==> config.mk <==
export PLATFORM = sky130hd
export DESIGN_NAME = ywb_tile_pack_writer
export DESIGN_NICKNAME = d
export VERILOG_FILES = /design/src/rtl/ywb_tile_pack_writer.sv
export SDC_FILE = /design/constraint.sdc
export NUM_CORES = 1
export LEC_CHECK = 0
export CAP_MARGIN = 15
export CORE_AREA = 2 2 258 260
export CTS_CLUSTER_DIAMETER = 60
export DETAILED_ROUTE_END_ITERATION = 16
export DIE_AREA = 0 0 260 262
export HOLD_SLACK_MARGIN = 0.12
export PLACE_DENSITY_LB_ADDON = 0.05
export SLEW_MARGIN = 20
export SYNTH_ARGS = -nofsm -noshare
export SYNTH_HDL_FRONTEND = slang
export SYNTH_SLANG_ARGS = --single-unit
==> constraint.sdc <==
create_clock -name clk -period 2.1 [get_ports clk]
set_clock_uncertainty 0.05 [all_clocks]
set_input_delay 0.42 -clock clk [delete_from_list [all_inputs] [get_ports clk]]
set_output_delay 0.42 -clock clk [all_outputs]
set_load 0.02 [all_outputs]
==> src/rtl/ywb_tile_pack_writer.sv <==
// rtl/ywb_tile_pack_writer.sv - packs y tiles into memory words and writes them with back-pressure
// Optional YWB_FLUSH_EN adds a flush input that emits a zero-filled partial word.
module ywb_tile_pack_writer #(
  parameter int TILE_SIZE  = 4,
  parameter int DATA_WIDTH = 16,
  parameter int DATA_W     = 256,
  parameter int D          = 256,
  parameter int OUT_DEPTH  = 256,
  parameter int OUT_ADDR_W = $clog2(OUT_DEPTH)
) (
  input  logic                                  clk,
  input  logic                                  rst_n,
  input  logic                                  y_axis_TVALID,
  output logic                                  y_axis_TREADY,
  input  logic [TILE_SIZE-1:0][DATA_WIDTH-1:0]  y_axis_TDATA,
  input  logic [OUT_ADDR_W-1:0]                 base_addr,
`ifdef YWB_FLUSH_EN
  input  logic                                  flush,
`endif
  output logic                                  wr_en,
  input  logic                                  wr_ready,
  output logic [OUT_ADDR_W-1:0]                 wr_addr,
  output logic [DATA_W-1:0]                     wr_data,
  output logic                                  vec_done,
  output logic [15:0]                           vec_count
);

  localparam int TILES_PER_WORD = DATA_W / (TILE_SIZE * DATA_WIDTH);
  localparam int WORDS_PER_VEC  = D / (TILE_SIZE * TILES_PER_WORD);
  localparam int SLOT_W = (TILES_PER_WORD > 1) ? $clog2(TILES_PER_WORD) : 1;
  localparam int WC_W   = (WORDS_PER_VEC > 1) ? $clog2(WORDS_PER_VEC) : 1;

  typedef logic [TILES_PER_WORD-1:0][TILE_SIZE-1:0][DATA_WIDTH-1:0] word_t;

  logic [SLOT_W-1:0]     slot;
  logic [WC_W-1:0]       word_cnt;
  word_t                 pack;
  word_t                 merged;
  word_t                 load_word;
  logic                  busy, accept, last_slot, last_word, fire, load, first_word;
  logic [OUT_ADDR_W-1:0] next_addr;
`ifdef YWB_FLUSH_EN
  logic                  flush_pend;
  logic                  flush_take, flush_load, flush_hold;
`endif

  always_comb begin
    busy      = wr_en && !wr_ready;
    accept    = wr_en && wr_ready;
    last_slot = (slot == SLOT_W'(TILES_PER_WORD - 1));
    last_word = (word_cnt == WC_W'(WORDS_PER_VEC - 1));
    y_axis_TREADY = !(last_slot && busy);
`ifdef YWB_FLUSH_EN
    y_axis_TREADY = y_axis_TREADY && !flush_pend;
`endif
    fire = y_axis_TVALID && y_axis_TREADY;

    merged       = pack;
    merged[slot] = y_axis_TDATA;

    load      = fire && last_slot;
    load_word = merged;
`ifdef YWB_FLUSH_EN
    // Unused slots are already zero because the pack register clears on every load.
    flush_take = flush_pend || (flush && (slot != '0 || fire));
    flush_load = flush_take && !load && !busy;
    flush_hold = flush_take && !load && busy;
    if (flush_load) begin
      load      = 1'b1;
      load_word = fire ? merged : pack;
    end
`endif

    // The word being loaded is word 0 when every earlier write of the vector has been accepted.
    first_word = accept ? last_word : (word_cnt == '0);
    if (first_word)
      next_addr = base_addr;
    else if (wr_addr == OUT_ADDR_W'(OUT_DEPTH - 1))
      next_addr = '0;
    else
      next_addr = wr_addr + OUT_ADDR_W'(1);
  end

  always_ff @(posedge clk or negedge rst_n) begin
    if (!rst_n) begin
      wr_en      <= 1'b0;
      wr_addr    <= '0;
      wr_data    <= '0;
      vec_done   <= 1'b0;
      vec_count  <= '0;
      slot       <= '0;
      word_cnt   <= '0;
      pack       <= '0;
`ifdef YWB_FLUSH_EN
      flush_pend <= 1'b0;
`endif
    end else begin
      vec_done <= 1'b0;

      if (load) begin
        wr_en   <= 1'b1;
        wr_data <= load_word;
        wr_addr <= next_addr;
      end else if (accept) begin
        wr_en <= 1'b0;
      end

      if (accept) begin
        if (last_word) begin
          word_cnt  <= '0;
          vec_done  <= 1'b1;
          vec_count <= vec_count + 16'd1;
        end else begin
          word_cnt <= word_cnt + WC_W'(1);
        end
      end

      if (load) begin
        slot <= '0;
        pack <= '0;
      end else if (fire) begin
        slot <= slot + SLOT_W'(1);
        pack <= merged;
      end

`ifdef YWB_FLUSH_EN
      if (load)
        flush_pend <= 1'b0;
      else if (flush_hold)
        flush_pend <= 1'b1;
`endif
    end
  end

endmodule

==> flow_metrics.py <==
metrics = {
    "sta": {
        "finalHoldViolCount": 0,
        "setup_violations": 0,
        "fmax_mhz": 487.4,
        "tightest_slew_ns": 0.5634,
        "slew_headroom_pct": 62.44,
        "whs_ns": 0.3359,
        "rsz0062_at_grt": "false",
        "fin_crit_sh_pct": 97.70,
        "final_max_slew_viol_count": 0,
        "fin_crit_ns": 2.052,
    },
    "placed_design": {
        "place_congestion": 0.7692,
        "place_hpwl_um": 40100,
        "portBuffers": 358,
        "dp_cells": 2870,
    },
    "power_and_ir_drop": {
        "p_per_area_nw_per_um2": 1644,
        "power_frac_seq_pct": 35.4,
        "power_frac_clock_pct": 23.1,
        "internal_power_mw": 27.45,
        "leakage_nw": 13.26,
        "vdd_drop_max_v": 0.0007984,
        "switchingPower_mw": 16.50,
        "p_comb_share_pct": 41.4,
        "switching_share_pct": 37.55,
    },
    "clocking": {
        "post_cts_buffers": 0,
        "cts_tree": "built",
        "htreeDepth": 2,
        "clkLatencyLatePin_ns": 0.61,
        "clock_path_buffers": 3,
        "clkTransAtPathRegs_ns": 0.06,
        "cts_root_buffer": "clkbuf_16",
        "cts_buffers": 57,
        "cts_sinks": 480,
    },
    "floorplanning": {
        "core_um2": 65280,
        "start_util_pct": 29.86,
        "ios": 359,
        "die_area_um2": 68120,
        "die_w_um": 260,
        "num_rows": 94,
        "die_h_um": 262,
    },
    "global_routing": {
        "grt_pass1_wl_um": 94320,
        "grt_pass1_vias": 14648,
        "grt_max_degree": 55,
        "antenna_found_initial": 0,
        "grt_util_all_layers_pct": 18.06,
        "grt-ovfl-total": 0,
    },
    "routing": {
        "final_antenna_net_count": 0,
        "via_count": 14182,
        "highest_layer": "met4",
        "finalWirelength_um": 61610,
        "drt-initial-drc-count": 793,
        "detail_route.vias_per_cell": 4.764,
        "remaining_drc_errors": 0,
        "drt-met1-wl_um": 27980,
        "dr.pass1.iters": 5,
        "wl_met2_um": 28950,
        "wl_met3_um": 3593,
        "routedWlPerCell_um": 20.69,
    },
    "hold_path": {
        "hold_path_class": "in2async",
    },
    "synthesis": {
        "synth_top_area_share_pct": 61.63,
        "synth-seq-cells": 480,
        "async_flop_share_pct": 100.0,
        "yosysSeqAreaShare_pct": 61.63,
        "syn_area_per_cell_um2": 11.55,
        "synth.cell_area_um2": 19490,
        "synthMostInstantiatedCell": "dfrtp_1",
        "yosys-top-cells-area": "dfrtp_1 (62%), mux2i_1 (10%), a22o_1 (8.6%)",
        "synth_top_area_cell": "dfrtp_1",
        "ys_warn_count": 0,
        "ys_types": 44,
        "synth-edff-count": 0,
        "netlist_instances": 1687,
        "syn_nets": 1771,
        "synth_commonest_cells": "dfrtp_1 (480), nand2_1 (403), mux2i_1 (198), o21ai_1 (194), a22o_1 (192)",
        "ys.flop_type": "dfrtp_1",
    },
    "worst_setup_path": {
        "worstReg2RegStart": "slot[0]",
        "r2r_end": "pack[31]",
        "cp_slowest_cell": "clkdlybuf4s50_1",
        "worst-r2r-setup-slack_ns": 0.23,
        "slowest_delay_ns": 0.64,
        "worstPathArrival_ns": 1.58,
        "critPathLaunchType": "register",
        "path_class": "reg2out",
        "reg2reg_depth": 6,
        "crit_chain": "clkdlybuf4s50_1",
        "critPathBufInv": 1,
        "worst_setup_path_end_kind": "primary output",
        "worstPathRequired_ns": 1.63,
        "worstPathMaxFanout": 2,
        "cpLargestDelayFamily": "buffers and inverters",
    },
    "finish": {
        "layout-drive-gt1-share_pct": 9.276,
        "nets": 2150,
        "finalNonFillerCells": 2977,
        "fin_util_pct": 40.95,
        "area_growth_pct": 37.15,
        "diodes": 0,
    },
    "outcome": {
        "status": "finished clean",
    },
    "job": {
        "cap_violations": 0,
    },
}
==> routing by layer <==
metal  vias up  track usage (%)
met4         0            4.199
li1       6681                -
met1      7121            24.40
met2       311            29.42
met3        69            4.215
met5         -                0
==> worst register-to-register path, cell delays in order (launching register included) <==
cell and delay (ns):
dfrtp_1 0.41, buf_4 0.17, inv_1 0.15, ha_4 0.36, and2_4 0.25, buf_12 0.21, a22o_1 0.19
==> final cells by class <==
type,count,area (um2)
inverters,6,22.52
clock buffers,88,1693
fillers,6322,38540
clock inverters,18,249.0
well taps,864,1081
repair buffers,441,4692
multi-input cells,1080,6980
flip-flops and latches,480,12010
==> sequential cells by signal (all words and copies together) (netlist names) <==
signal and count:
wr_data 256, pack 192, vec_count 16, wr_addr 8
word_cnt 4, slot 2, vec_done 1, wr_en 1
==> power groups by stage <==
stage	registers, mW	logic, mW	clock network [mW]
6_report	15.6	18.2	10.2
5_1_grt	16.1	19.9	10.9
4_1_cts	15.6	18.7	10.5
3_5_place_dp	15.8	19.4	0
3_3_place_gp	15.7	19.2	0
2_1_floorplan	17.8	8.22	0
==> worst max path at each step <==
stage,cells past startpoint,slack [ns],to,startpoint
2_1_floorplan,6,0.37,wr_data[100],slot[0]
4_1_cts,1,0.0004,wr_data[251],wr_data[251]
3_5_place_dp,5,-0.24,wr_addr[4],wr_ready
3_3_place_gp,5,-0.25,wr_addr[4],wr_ready
5_1_grt,1,0.00003,wr_data[73],wr_data[73]
6_report,1,0.05,wr_data[91],wr_data[91]
==> placed cells by master, fill, tap and decap left out, drive strengths merged, types with 2 or more instances in the layout <==
master,n
nor4,2
and4,3
nand4,5
nand2,403
clkbuf,88
mux2i,198
xnor2,14
and2,6
clkdlybuf4s50,151
nand2b,2
a21oi,5
bufinv,5
xor2,3
o211ai,2
dlymetal6s2s,47
o21ai,200
clkinv,10
mux2,2
dfrtp,480
ha,8
buf,84
nor3,3
nand3,10
a2bb2oi,3
nor2,5
a22o,192
inv,9
nor2b,2
and3,2
a32oi,2
dlygate4sd2,158
==> cells by family after synthesis <==
logic type               after synthesis  share of synthesized area [%]
XOR/XNOR                              17                         0.7639
AND/OR/NAND/NOR                      444                          9.122
multiplexers                         200                          10.28
buffers and inverters                127                          3.107
flip-flops                           480                          61.63
adder cells (fa/ha/maj)                8                         0.5136
AO/OA/AOI/OAI                        411                          14.58
==> what timing repair did <==
action | CTS | global route
hold endpoints to repair | 30 | 0
hold buffers | 1 | 0
resized for setup | 166 | 48
endpoints found under the setup margin | 159 | 48
==> stage by stage <==
stage               power (mW)  area, um2  TNS (ns)  worst slack (ns)
floorplan                25.98      19490         0            0.3658
global placement         34.96      24840    -33.37           -0.2493
detailed placement       35.12      24840    -36.92           -0.2350
CTS                      44.82      26600         0         0.0004095
global route             46.83      26730         0        0.00002598
finish                   43.95      26730         0           0.04839
(Power assumes the default switching activity.)
